[config.mk]
export PLATFORM = sky130hd
export DESIGN_NAME = register_dump
export DESIGN_NICKNAME = d
export VERILOG_FILES = /design/src/rtl/register_dump_pkg.sv /design/src/rtl/register_dump_skid_buffer.sv /design/src/rtl/register_dump.sv
export SDC_FILE = /design/constraint.sdc
export NUM_CORES = 1
export LEC_CHECK = 0
export CAP_MARGIN = 40
export CORE_ASPECT_RATIO = 2
export CORE_UTILIZATION = 32
export DETAILED_ROUTE_END_ITERATION = 10
export PLACE_DENSITY = 0.63
export SYNTH_ARGS = -nofsm -noshare
export SYNTH_HDL_FRONTEND = slang
export SYNTH_SLANG_ARGS = --single-unit
[constraint.sdc]
create_clock -name clk -period 3 [get_ports clk]
set_clock_uncertainty 0.2 [all_clocks]
set_input_delay 0.6 -clock clk [delete_from_list [all_inputs] [get_ports clk]]
set_output_delay 0.6 -clock clk [all_outputs]
set_load 0.01 [all_outputs]
[src/rtl/register_dump_pkg.sv]
// Shared types and constants for the register dump engine.
package register_dump_pkg;

   typedef enum logic [1:0] {
      ST_IDLE  = 2'd0,
      ST_RUN   = 2'd1,
      ST_DRAIN = 2'd2
   } state_e;

   localparam int READ_LATENCY = 1;
   localparam int BUF_DEPTH    = 2;

   // Words owed to the output buffer next cycle: stored, plus the one returning, minus the one leaving.
   function automatic logic [2:0] pending_words(input logic [1:0] occ,
                                                input logic       inflight,
                                                input logic       pop);
      return {1'b0, occ} + {2'b00, inflight} - {2'b00, pop};
   endfunction

endpackage

[src/rtl/register_dump_skid_buffer.sv]
// Two-entry FIFO holding read words until the downstream stream accepts them.
module dump_skid_buffer #(
   parameter int DW = 8
) (
   input  logic          clk,
   input  logic          reset_n,
   input  logic          push,
   input  logic [DW-1:0] push_data,
   input  logic          pop_ready,
   output logic          out_valid,
   output logic [DW-1:0] out_data,
   output logic [1:0]    count
);

   logic [DW-1:0] ent0_q, ent0_d;
   logic [DW-1:0] ent1_q, ent1_d;
   logic [1:0]    count_q, count_d;
   logic          pop_s;

   assign pop_s     = (count_q != 2'd0) & pop_ready;
   assign out_valid = (count_q != 2'd0);
   assign out_data  = ent0_q;
   assign count     = count_q;

   // Head entry only changes on a pop or a push into an empty buffer, so a stalled word stays put.
   always_comb begin
      ent0_d  = ent0_q;
      ent1_d  = ent1_q;
      count_d = count_q;
      case ({push, pop_s})
         2'b10: begin
            if (count_q == 2'd0) begin
               ent0_d  = push_data;
               count_d = 2'd1;
            end else if (count_q == 2'd1) begin
               ent1_d  = push_data;
               count_d = 2'd2;
            end else begin
               count_d = count_q;
            end
         end
         2'b01: begin
            ent0_d  = ent1_q;
            count_d = count_q - 2'd1;
         end
         2'b11: begin
            if (count_q == 2'd2) begin
               ent0_d = ent1_q;
               ent1_d = push_data;
            end else begin
               ent0_d = push_data;
            end
         end
         default: begin
            count_d = count_q;
         end
      endcase
   end

   // Storage and occupancy registers.
   always_ff @(posedge clk or negedge reset_n) begin
      if (!reset_n) begin
         ent0_q  <= {DW{1'b0}};
         ent1_q  <= {DW{1'b0}};
         count_q <= 2'd0;
      end else begin
         ent0_q  <= ent0_d;
         ent1_q  <= ent1_d;
         count_q <= count_d;
      end
   end

endmodule

[src/rtl/register_dump.sv]
// Walks a register address range, reads each register and streams {data, addr, last} downstream.
module register_dump
   import register_dump_pkg::*;
#(
   parameter  int WIDTH = 16,
   parameter  int DEPTH = 16,
   localparam int AW    = $clog2(DEPTH)
) (
   input  logic             clk,
   input  logic             reset_n,
   input  logic             start,
   input  logic [AW-1:0]    first_addr,
   input  logic [AW-1:0]    last_addr,
   output logic             busy,
   output logic             done,
   output logic             r_en,
   output logic [AW-1:0]    r_addr,
   input  logic [WIDTH-1:0] r_value,
   output logic             out_valid,
   input  logic             out_ready,
   output logic [WIDTH-1:0] out_data,
   output logic [AW-1:0]    out_addr,
   output logic             out_last
);

   localparam int DW = WIDTH + AW + 1;

   state_e          state_q, state_d;
   logic [AW-1:0]   addr_q, addr_d;
   logic [AW:0]     remain_q, remain_d;
   logic            inflight_q, inflight_d;
   logic [AW-1:0]   inflight_addr_q, inflight_addr_d;
   logic            inflight_last_q, inflight_last_d;
   logic            done_q, done_d;

   logic [1:0]      buf_count_s;
   logic            buf_valid_s;
   logic [DW-1:0]   buf_data_s;
   logic            buf_last_s;
   logic            pop_s;
   logic [2:0]      pending_s;
   logic [AW-1:0]   span_s;
   logic            r_en_s;

   assign pop_s     = buf_valid_s & out_ready;
   assign span_s    = last_addr - first_addr;
   assign pending_s = pending_words(buf_count_s, inflight_q, pop_s);

   // A read may issue only if its word is guaranteed a slot when it returns.
   always_comb begin
      r_en_s = 1'b0;
      if ((state_q == ST_RUN) && (remain_q != {(AW+1){1'b0}}) &&
          (pending_s <= 3'(BUF_DEPTH - READ_LATENCY))) begin
         r_en_s = 1'b1;
      end else begin
         r_en_s = 1'b0;
      end
   end

   // Next-state logic for the dump sequencer.
   always_comb begin
      state_d         = state_q;
      addr_d          = addr_q;
      remain_d        = remain_q;
      done_d          = 1'b0;
      inflight_d      = r_en_s;
      inflight_addr_d = addr_q;
      inflight_last_d = (remain_q == (AW+1)'(1'b1));
      case (state_q)
         ST_IDLE: begin
            if (start) begin
               state_d  = ST_RUN;
               addr_d   = first_addr;
               remain_d = {1'b0, span_s} + (AW+1)'(1'b1);
            end else begin
               state_d = ST_IDLE;
            end
         end
         ST_RUN: begin
            if (r_en_s) begin
               addr_d   = addr_q + AW'(1'b1);
               remain_d = remain_q - (AW+1)'(1'b1);
               if (remain_q == (AW+1)'(1'b1)) begin
                  state_d = ST_DRAIN;
               end else begin
                  state_d = ST_RUN;
               end
            end else begin
               state_d = ST_RUN;
            end
         end
         ST_DRAIN: begin
            if (pop_s && buf_last_s) begin
               state_d = ST_IDLE;
               done_d  = 1'b1;
            end else begin
               state_d = ST_DRAIN;
            end
         end
         default: begin
            state_d = ST_IDLE;
         end
      endcase
   end

   // Sequencer and read-tracking registers.
   always_ff @(posedge clk or negedge reset_n) begin
      if (!reset_n) begin
         state_q         <= ST_IDLE;
         addr_q          <= {AW{1'b0}};
         remain_q        <= {(AW+1){1'b0}};
         inflight_q      <= 1'b0;
         inflight_addr_q <= {AW{1'b0}};
         inflight_last_q <= 1'b0;
         done_q          <= 1'b0;
      end else begin
         state_q         <= state_d;
         addr_q          <= addr_d;
         remain_q        <= remain_d;
         inflight_q      <= inflight_d;
         inflight_addr_q <= inflight_addr_d;
         inflight_last_q <= inflight_last_d;
         done_q          <= done_d;
      end
   end

   dump_skid_buffer #(
      .DW (DW)
   ) u_buf (
      .clk       (clk),
      .reset_n   (reset_n),
      .push      (inflight_q),
      .push_data ({inflight_last_q, inflight_addr_q, r_value}),
      .pop_ready (out_ready),
      .out_valid (buf_valid_s),
      .out_data  (buf_data_s),
      .count     (buf_count_s)
   );

   assign {buf_last_s, out_addr, out_data} = buf_data_s;
   assign out_valid = buf_valid_s;
   assign out_last  = buf_last_s & buf_valid_s;
   assign busy      = (state_q != ST_IDLE);
   assign done      = done_q;
   assign r_en      = r_en_s;
   assign r_addr    = addr_q;

endmodule

# After elaboration in Yosys (flattened, before gate mapping)
# Index checks and enable logic that the tools add are counted.
# classes
n_mux,24
magnitude_cmp,1
eq_ne,15
n_bitwise,2
add_sub_neg,7
n_reduce_logical,16
# ops
op,n
$mux 21,5
$pmux 21 s3,1
$pmux 21 s2,1
$mux 2,5
$mux 5,2
$pmux 5 s2,1
$reduce_bool 2->1,5
$eq 2x2->1 const B,4
$mux 4,2
$pmux 4 s2,1
$eq 2x1->1 const B,3
$ne 2x1->1 const B,3
$ne 2x2->1 const B,3
$pmux 2 s3,1
$add 4x1->5 const B,1
$eq 5x1->1 const B,1
$reduce_bool 5->1,1
$sub 5x1->5 const B,1
$add 4x1->4 const B,1
$logic_not 2->1,2
$mux 1,4
$pmux 2 s2,1
$reduce_and 2->1,2
$reduce_and 4->1,1
10 further kinds,13
# totals
input_bits,28
register_bits,62

# Longest topological paths before layout
# depth
depth_word,8
mapped_depth,13
ltp_nobuf,11

# Modules after synthesis
# A second synthesis with hierarchy kept.
# unflattened
cells_unflattened,297
area_unflattened_um2,3130.5
# by_module_without_submodules
mod,cells_per_inst,area_per_inst_um2,instances,seq_area_each_um2
dump_skid_buffer,185,2019.4,1,1101.1
register_dump,112,1111.1,1,450.4

# Worst setup path before layout
# No wires, ideal clock.
# synth_timing
path_type,reg-to-output
start,"reg u_buf.count_q[1], in the netlist u_buf.count[1]"
end,out r_en
t_required_ns,2.200
slack_ns,-0.120
n_path_buf,1
t_arrival_ns,2.320
stages_incl_launch_ff,11
cell_sequence,dfrtp_1 -> inv_1 -> ha_1 -> buf_2 -> nor2b_4 -> xnor2_1 -> ha_1 -> inv_1 -> fa_1 -> xor2_1 -> nor3_1
# synth_between
elab_chain_len,6
word_cells_on_any_way,7
classes_between,add/sub: 2; order compare: 1; mux: 1; bitwise: 1; reduce/logical: 2
# synth_rtl
element,line_no,source
from (decl),register_dump_skid_buffer.sv:17,"logic [1:0] count_q, count_d;"
from (signal assigned),register_dump_skid_buffer.sv:69,count_q <= count_d;
"parallel branches: the longest is 2 deep, another holds $add 2x1->3",-,
$sub 3x1->3 (*),register_dump_pkg.sv:17,"return {1'b0, occ} + {2'b00, inflight} - {2'b00, pop};"
$le 3x1->1 (*),register_dump.sv:53,(pending_s <= 3'(BUF_DEPTH - READ_LATENCY))) begin
$logic_and 1x1->1 (*),register_dump.sv:52,if ((state_q == ST_RUN) && (remain_q != {(AW+1){1'b0}}) &&
$mux 1 (*),register_dump.sv:52,
to (decl),register_dump.sv:16,"output logic r_en,"
# Every way passes the cells marked *.

# Worst setup path in the final report
# layout_timing
start,"reg u_buf.count_q[0], in the netlist u_buf.count[0]"
end,out r_en
# Same word-level chain as after synthesis.

==> results.toml <==
[status]
status = "finished with violations"
violations = "negative setup slack"

[sta]
setup_violations = 1
rsz0062_at_grt = "true"
holdWs_ps = 246
timing.final.ws_setup_ps = -88.1
slew_headroom_pct = 57.6
slew_violations = 0
period_share_pct = 103
max_freq_ghz = 0.324
worst_pin_slew_ps = 628
hold_viol = 0
period_needed_ps = 3090
finalSetupTns_ps = -88.1

[clock_network]
cts.clk_slew.worst_paths_ps = 50
cts_buffer_depth = 2
clock-sinks = 62
cts_htree_levels = 3
clock_latency_ps = 320
cts_buffers = 9
clock-root-buffer = "clkbuf_16"
cts_tree = "built"

[logic_synthesis]
netlist_area_mm2 = 0.00314
synthFlopType = "dfrtp_1"
yosys.area.top_type_share_pct = 49.5
synthTopCellsByCount = "dfrtp_1 (62), a21o_1 (22), buf_4 (22)"
synth.ff_latch_count = 62
syn_avg_cell_area_um2 = 11.6
synth_edf_count = 0
synthCells = 271
yosysMostFrequentCell = "dfrtp_1"
ys_seq_area_share_pct = 49.5
ys_types = 45
yosysTopAreaCell = "dfrtp_1"
yosys_warnings = 0
synth_nets = 312
synthArstFlopShare_pct = 100
synth_area_leaders = "dfrtp_1 (49%), mux2_2 (7.2%), a22o_1 (5.9%), a21o_1 (5.3%), buf_4 (5.3%)"

[global_route]
grt_usage_pct = 15.5
first_global_vias = 2470
grt_start_max_net_pins = 36
antenna_found_initial = 0
gr-total-overflow = 0
grt_pass1_wl_mm = 11.9

[route]
wl_per_cell_um = 15.0
drc = 0
ant_nets = 0
firstDrtPassIters = 4
drt_iter0_markers = 119
wl_mm = 6.92
via_per_inst = 4.85
via_count = 2247

[critical_path]
cp.required_ps = 2200
arrival_ps = 2290
crit_type = "reg -> out"
r2r_setup_slack_ps = 110
critPathMaxFanout = 2
startpoint_type = "flop"
end_kind = "primary output"

[floorplanning]
io_pins = 57
die_y_um = 142
die_area_mm2 = 0.0102
placementRows = 50
core-area_mm2 = 0.00945
die_w_um = 72.0
start_util_pct = 33.2

[power]
power_density_mw_per_mm2 = 1130
vdd_drop_max_mv = 0.412
p_leak_nw = 1.94

[layout]
final_layout_size_suffix_gt1_share_pct = 22.5
antenna_cells = 0
nets = 370
design_area_mm2 = 0.00416
syn_to_final_growth_pct = 32.7

[run]
drv_cap = 0

[min_path]
hold_class = "reg -> reg"

[placement]
io_buffers = 56
place_hpwl_mm = 4.83
place_area_mm2 = 0.00384
gp_congestion = 0.812
==> sequential cells by signal, indices dropped and copies added (netlist names) <==
signal           count
u_buf.ent1_q        21
u_buf.out_data      21
remain_q             5
inflight_addr_q      4
r_addr               4
state_q              2
u_buf.count          2
done                 1
inflight_last_q      1
inflight_q           1
==> through the flow <==
step	setup slack [ps]	total power, W	std cells	util, %
6_report	-88.1	0.00470	463	44.1
5_1_grt	-281	0.00506	463	44.1
4_1_cts	-159	0.00475	463	44.1
3_5_place_dp	-686	0.00366	446	40.6
3_3_place_gp	-660	0.00355	444	40.3
2_1_floorplan	14.2	0.00290	271	-
==> worst max-delay path, cell delays in order, from the launching register on <==
cell	delay [ps]
dfrtp_1	370
inv_2	60
ha_4	170
nor2b_4	130
xnor2_2	120
ha_2	190
inv_2	30
fa_1	370
xor2_1	190
nor3_2	180
buf_2	160
==> cell type report <==
type                    instances  area, µm²
inverters                      13       48.8
flip-flops and latches         62       1550
multi-input cells             165       1380
clock inverters                 5       50.0
well taps                     130        163
repair buffers                 78        737
fillers                       925       5280
clock buffers                  10        239
==> final timing paths <==
path                                            start                             to  depth (start not counted)
min                             r_addr[2]$_DFFE_PN0P_   inflight_addr_q[2]$_DFF_PN0_                          0
min reg2reg                     r_addr[2]$_DFFE_PN0P_   inflight_addr_q[2]$_DFF_PN0_                          0
max reg2reg                u_buf.count[0]$_DFFE_PN0P_        remain_q[0]$_DFFE_PN0P_                         12
max in group asynchronous                     reset_n                 done$_DFF_PN0_                          4
min in group asynchronous                     reset_n  u_buf.out_data[8]$_DFFE_PN0P_                          2
max                        u_buf.count[0]$_DFFE_PN0P_                           r_en                         10
==> per-layer routing <==
layer	track usage, %	share of wire, %
met1	15.4	37
met2	28.3	57
met3	4.89	4.1
met4	7.74	2.5
met5	0	0
==> layout by cell type, fill, tap and decap left out, types with 2 or more instances in the layout <==
cell             Yosys  final
dfrtp_1             62     62
clkdlybuf4s50_1      0     53
a21o_1              22     22
a22o_1              21     21
mux2_2              20     20
buf_4               22     19
o21ai_0             12     11
inv_1               12      9
nand2_1              9      9
ha_1                11      9
clkbuf_16            0      9
nor2_1               9      8
a21oi_1              9      8
nand3_1              6      6
inv_2                1      4
nor3b_1              4      4
clkinv_2             0      4
nor3_1               4      3
xnor2_1              4      3
nor4b_1              2      2
or2_2                2      2
nor2b_1              2      2
mux2i_1              2      2
or3_1                2      2
fa_1                 2      2
buf_2                8      2
==> logic make-up (layout without fill, tap and decap cells) <==
family	after synthesis	in the layout	share of synthesized area [%]
AOI/OAI and AO/OA	73	74	17.2
DFF	62	62	49.5
and+or+nand+nor	49	49	9.09
buffers and inverters	45	106	8.34
muxes	23	23	8.18
adders and majority gates	13	13	5.66
xor gates and xnor gates	6	6	2.11
==> timing repair <==
| item | CTS | global route |
|---|---|---|
| resized for setup | 12 | 1 |
| hold buffers | 1 | 0 |
| setup buffers | 3 | 0 |
| setup endpoints to repair | 6 | 9 |
| pin swaps | 7 | 2 |
| cloned | 1 | 0 |
| endpoints found under the hold margin | 5 | 0 |
==> report_power, final <==
group	switching (W)	internal (W)	leakage, nW
Sequential	0.000265	0.00124	0.772
Combinational	0.00101	0.00119	1.02
Clock	0.000339	0.000653	0.148
No activity file was read; power rests on OpenSTA's default activity.
